File: config.mk
export PLATFORM = sky130hd
export DESIGN_NAME = keypad_scanner
export DESIGN_NICKNAME = d
export VERILOG_FILES = /design/src/rtl/keypad_scanner.sv
export SDC_FILE = /design/constraint.sdc
export NUM_CORES = 1
export LEC_CHECK = 0
export BUFFER_PORTS_ARGS = -buffer_cell sky130_fd_sc_hd__buf_4
export CORE_MARGIN = 8
export CORE_UTILIZATION = 40
export CTS_BUF_LIST = sky130_fd_sc_hd__clkbuf_4 sky130_fd_sc_hd__clkbuf_8
export CTS_CLUSTER_SIZE = 14
export DETAILED_ROUTE_END_ITERATION = 16
export SYNTH_ARGS = -nofsm -noshare
export SYNTH_HDL_FRONTEND = slang
export SYNTH_SLANG_ARGS = --single-unit
File: constraint.sdc
create_clock -name clks -period 9.5 [get_ports clks]
set_clock_uncertainty 0.1 [all_clocks]
set_input_delay 0.475 -clock clks [delete_from_list [all_inputs] [get_ports clks]]
set_output_delay 0.475 -clock clks [all_outputs]
set_load 0.05 [all_outputs]
File: src/rtl/keypad_scanner.sv
// 4x4 key matrix scanner: drives active-low column selects, samples synchronized
// active-low rows into a frame, and debounces single-key frames into press/release events.
module keypad_scanner #(
  parameter int unsigned SETTLE   = 4,
  parameter int unsigned DEBOUNCE = 3
) (
  input  logic       clks,
  input  logic       rst,
  input  logic [3:0] rows,
  output logic [3:0] cols,
  output logic [3:0] key_code,
  output logic       key_valid,
  output logic       key_down
);

  localparam int unsigned SLOT_W = (SETTLE > 1) ? $clog2(SETTLE) : 1;
  localparam int unsigned CNT_W  = $clog2(DEBOUNCE + 1);
  localparam logic [SLOT_W-1:0] SLOT_LAST = SLOT_W'(SETTLE - 1);
  localparam logic [CNT_W-1:0]  DEB_N     = CNT_W'(DEBOUNCE);
  localparam logic [CNT_W-1:0]  CNT_ONE   = CNT_W'(1);

  typedef enum logic [1:0] {
    IDLE    = 2'd0,
    CHECK   = 2'd1,
    PRESSED = 2'd2,
    RELEASE = 2'd3
  } state_e;

  logic [3:0]        rows_s1_q, rows_s2_q;
  logic [SLOT_W-1:0] slot_q, slot_d;
  logic [1:0]        col_q, col_d;
  logic [3:0]        cols_q, cols_d;
  logic [15:0]       frame_q, frame_d;
  logic              frame_done_q, frame_done_d;

  state_e            state_q;
  logic [CNT_W-1:0]  cnt_q;
  logic [CNT_W-1:0]  cnt_inc;
  logic [3:0]        cand_q;
  logic [3:0]        key_code_q;
  logic              key_valid_q;
  logic              key_down_q;

  logic [4:0]        ones_c;
  logic [3:0]        idx_c;
  logic              is_none_c;
  logic              is_single_c;

  // Two-flop row synchronizer; idle rows read as all-open.
  always_ff @(posedge clks or posedge rst) begin
    if (rst) begin
      rows_s1_q <= 4'hF;
      rows_s2_q <= 4'hF;
    end else begin
      rows_s1_q <= rows;
      rows_s2_q <= rows_s1_q;
    end
  end

  // Column sequencer and frame capture on the last cycle of each slot.
  always_comb begin
    slot_d       = slot_q + 1'b1;
    col_d        = col_q;
    frame_d      = frame_q;
    frame_done_d = 1'b0;
    if (slot_q == SLOT_LAST) begin
      slot_d                       = '0;
      col_d                        = col_q + 2'd1;
      frame_d[{col_q, 2'b00} +: 4] = ~rows_s2_q;
      frame_done_d                 = (col_q == 2'd3);
    end
    cols_d = ~(4'b0001 << col_d);
  end

  always_ff @(posedge clks or posedge rst) begin
    if (rst) begin
      slot_q       <= '0;
      col_q        <= 2'd0;
      cols_q       <= 4'b1110;
      frame_q      <= 16'h0000;
      frame_done_q <= 1'b0;
    end else begin
      slot_q       <= slot_d;
      col_q        <= col_d;
      cols_q       <= cols_d;
      frame_q      <= frame_d;
      frame_done_q <= frame_done_d;
    end
  end

  // Frame classification: population count and index of the (last) set bit.
  always_comb begin
    ones_c = 5'd0;
    idx_c  = 4'd0;
    for (int i = 0; i < 16; i++) begin
      if (frame_q[i]) begin
        ones_c = ones_c + 5'd1;
        idx_c  = 4'(i);
      end
    end
    is_none_c   = (ones_c == 5'd0);
    is_single_c = (ones_c == 5'd1);
  end

  assign cnt_inc = cnt_q + 1'b1;

  // Debounce FSM, advancing once per completed frame.
  always_ff @(posedge clks or posedge rst) begin
    if (rst) begin
      state_q     <= IDLE;
      cnt_q       <= '0;
      cand_q      <= 4'd0;
      key_code_q  <= 4'd0;
      key_valid_q <= 1'b0;
      key_down_q  <= 1'b0;
    end else begin
      key_valid_q <= 1'b0;
      if (frame_done_q) begin
        case (state_q)
          IDLE: begin
            if (is_single_c) begin
              cand_q <= idx_c;
              if (CNT_ONE == DEB_N) begin
                state_q     <= PRESSED;
                cnt_q       <= '0;
                key_code_q  <= idx_c;
                key_down_q  <= 1'b1;
                key_valid_q <= 1'b1;
              end else begin
                state_q <= CHECK;
                cnt_q   <= CNT_ONE;
              end
            end
          end
          CHECK: begin
            if (is_single_c && (idx_c == cand_q)) begin
              if (cnt_inc == DEB_N) begin
                state_q     <= PRESSED;
                cnt_q       <= '0;
                key_code_q  <= cand_q;
                key_down_q  <= 1'b1;
                key_valid_q <= 1'b1;
              end else begin
                cnt_q <= cnt_inc;
              end
            end else begin
              state_q <= IDLE;
              cnt_q   <= '0;
            end
          end
          PRESSED: begin
            if (is_none_c) begin
              if (CNT_ONE == DEB_N) begin
                state_q    <= IDLE;
                cnt_q      <= '0;
                key_down_q <= 1'b0;
              end else begin
                state_q <= RELEASE;
                cnt_q   <= CNT_ONE;
              end
            end
          end
          RELEASE: begin
            if (is_none_c) begin
              if (cnt_inc == DEB_N) begin
                state_q    <= IDLE;
                cnt_q      <= '0;
                key_down_q <= 1'b0;
              end else begin
                cnt_q <= cnt_inc;
              end
            end else begin
              state_q <= PRESSED;
              cnt_q   <= '0;
            end
          end
          default: begin
            state_q <= IDLE;
            cnt_q   <= '0;
          end
        endcase
      end
    end
  end

  assign cols      = cols_q;
  assign key_code  = key_code_q;
  assign key_valid = key_valid_q;
  assign key_down  = key_down_q;

endmodule
==> summary.md <==
| Metric | Value |
|---|---|
| RSZ-0062 raised after global routing | `yes` |
| Total core area | `9240 um^2` |
| # diodes | `0` |
| Top-count cell post-synth | `nand2_1` |
| Final Cycle Share | `0.985` |
| Hold EP | `rows_s1_q[3]` |
| Sequential area share after synthesis | `0.312` |
| Vias post-DR | `3041` |
| Yosys Warn Count | `0` |
| Status | `completed` |
| Clock transition at path regs | `0.09 ns` |
| Top FF cell, synth | `dfrtp_1` |
| Gpl congestion | `0.812` |
| Initial Utilization | `0.413` |
| Actual slew at the worst max-slew pin | `0.939 ns` |
| Pleak | `2.02 nW` |
| Most used cell, CP | `ha_1` |
| Worst Hold Path Cells | `1` |
| DIE WIDTH | `114 um` |
| Worst slew margin | `0.373` |
| Final Net Count | `481` |
| Syn avg cell area | `9.07 um^2` |
| Maximum Capacitance Violations | `0` |
| H-tree Lvls | `2` |
| Worst-skew pair later-pin latency | `0.30 ns` |
| FMAX | `107 MHz` |
| CP startpoint kind | `register` |
| Period minus WS final | `9.35 ns` |
| Yosys cell types | `62` |
| Synthesized cell area | `3820 um^2` |
| Final worst slack | `0.147 ns` |
| Drt drc | `0` |
| Worst Hold Class | `primary input to register` |
| Total wire length | `7.88 mm` |
| Post-Place Worst Slack | `-0.129 ns` |
| Initial antenna violation count | `0` |
| Iter 0 DRT Violations | `128` |
| CTS root buffer | `clkbuf_8` |
| GRT Residual Overflow | `0` |
| Hold_buf cts | `0` |
| Synthesized instance count | `421` |
| Post-DP Area | `4090 um^2` |
| Drt first pass iters | `5` |
| Die Height | `114 um` |
| Share of layout cells above drive strength 1 | `0.257` |
| Largest net degree at the start of global routing | `48` |
| Number of synthesized flops with an enable pin | `0` |
| Share of the synthesized area in the top cell type | `0.236` |
| Crit. End Element | `register` |
| Asr flop ratio synth | `1.00` |
| Critical R2R Capture | `key_code[3]` |
| Hold Path Origin | `rows[3]` |
| Worst vdd ir | `165 uV` |
| Final hold violation count | `0` |
| Synthesized flop and latch total | `47` |
| Worst Path Required | `9.58 ns` |
| Post-synth top area cell | `dfrtp_1` |
| Number of global-route vias before repair | `3009` |
| Maximum root-to-sink buffer count | `2` |
| R2r setup slk | `0.15 ns` |
| Synth cell count leaders | `62 x nand2_1, 36 x dfrtp_1, 27 x inv_1` |
| Power Dens Cells | `265 nW/um^2` |
| Max Slew Vio Count | `0` |
| Vias/cell | `5.21` |
| WL per Instance | `13.5 um` |
| Global-route wire length before repair | `13.6 mm` |
| Setup-failing EPs final | `0` |
| Clock sinks | `47` |
| R2r startpoint | `frame_q[0]` |
| Crit-path max cell delay | `0.41 ns` |
| Area contributors post-synth | `dfrtp_1 24%, dfstp_2 7.6%, ha_1 6.9%` |
| Crit Path Class | `register to register` |
| Ports | `16` |
| Synth-to-Final Area Change | `16.9%` |
| Cell area after layout | `4460 um^2` |
| R2R depth | `50` |
| CTS tree | `yes` |
| Mapped Nets | `448` |
| CTS buffer count | `5` |
| Detail Placement HPWL | `5.89 mm` |
| Crit Path Max Fanout | `6` |
| Number of port buffers | `15` |
| Row count | `35` |
| CP max-delay cell | `dfrtp_1` |
| WP data arrival | `9.44 ns` |
| Die Footprint | `12900 um^2` |
| Gr usage total | `0.123` |
| Detail Route Antenna Nets | `0` |
[cell usage in the layout (no fill, tap or decap), types with 14 or more instances in the layout]
master	count
nand2_1	58
buf_4	46
dfrtp_1	36
xnor2_1	23
inv_1	22
nor2_1	22
a21oi_1	17
o21ai_0	17
ha_1	16
xor2_1	14
[metrics by stage]
| stage | power [mW] | cells | hold slack [ns] | TNS, ns | utilization |
|---|---|---|---|---|---|
| final | 1.18 | 584 | 0.172 | 0 | 0.483 |
| after global routing | 1.27 | 584 | 0.156 | -2.85 | 0.483 |
| after CTS | 1.06 | 578 | 0.159 | 0 | 0.468 |
| after detailed placement | 0.880 | 557 | 0.247 | -0.805 | 0.442 |
| after global placement | 0.868 | 557 | 0.246 | 0 | 0.442 |
| after floorplan | 0.747 | 421 | 0.245 | 0 | - |
[worst max-delay path: cells and delay by family, from the launching register on]
kind,cells,cell delay [ns]
AO/OA/AOI/OAI,10,1.23
multiplexers,3,0.86
AND/OR/NAND/NOR,16,1.95
flip-flops,1,0.41
XOR/XNOR,3,0.51
buffers and inverters,4,0.28
adder cells (fa/ha/maj),14,3.88
[power breakdown]
group / switching (mW) / total, mW / internal [mW]
Clock: 0.0689 / 0.122 / 0.0527
Combinational: 0.411 / 0.829 / 0.419
Sequential: 0.0197 / 0.232 / 0.212
Total: 0.499 / 1.18 / 0.684
[logic make-up after synthesis]
group           synth area share
fa+ha+maj                 0.0688
flops                      0.312
mux                       0.0406
compound gates             0.169
simple gates               0.185
buf+inv                   0.0524
xor+xnor                   0.173
[how the worst max path moves through the flow]
stage	startpoint	endpoint	slack, ns	cells after the start
4_1_cts	frame_q[0]	key_code[0]	0.01	51
6_report	frame_q[0]	key_code[3]	0.15	50
2_1_floorplan	frame_q[1]	key_code[0]	0.09	51
3_3_place_gp	frame_q[0]	key_code[1]	0.13	50
3_5_place_dp	frame_q[1]	cand_q[3]	-0.13	50
5_1_grt	frame_q[1]	key_code[0]	-0.30	51
[routing by layer]
metal | vias to the layer above | global-route usage | share of wire | wire [um]
met5 | - | 0 | 0 | 0
li1 | 1539 | - | - | -
met2 | 40 | 0.209 | 0.47 | 3730
met3 | 8 | 0.0127 | 0.016 | 128
met4 | 0 | 0.0355 | 0.013 | 105
met1 | 1454 | 0.162 | 0.50 | 3910
[flip-flops by register name (all words and copies together) (netlist names)]
signal and flops:
cnt_q 2, rows_s2_q 4, frame_done_q 1, key_down 1, cols 4, key_valid 1
frame_q 16, rows_s1_q 4, key_code 4, state_q 2, slot_q 2, cand_q 4
col_q 2
[cell type report]
| class | instances | area [um^2] |
|---|---|---|
| Timing Repair Buffer | 46 | 345 |
| Inverter | 28 | 105 |
| Tap cell | 129 | 161 |
| Clock buffer | 5 | 68.8 |
| Sequential cell | 47 | 1190 |
| Fill cell | 883 | 4780 |
| Multi-Input combinational cell | 326 | 2570 |
| Clock inverter | 3 | 22.5 |
[timing repair]
action | CTS | global route
buffers inserted | 13 | 8
pin swaps | 8 | 23
gates cloned | 0 | 0
setup endpoints to repair | 10 | 14
gates resized for setup | 11 | 22
Note: power is estimated with default switching activity, not from simulation.
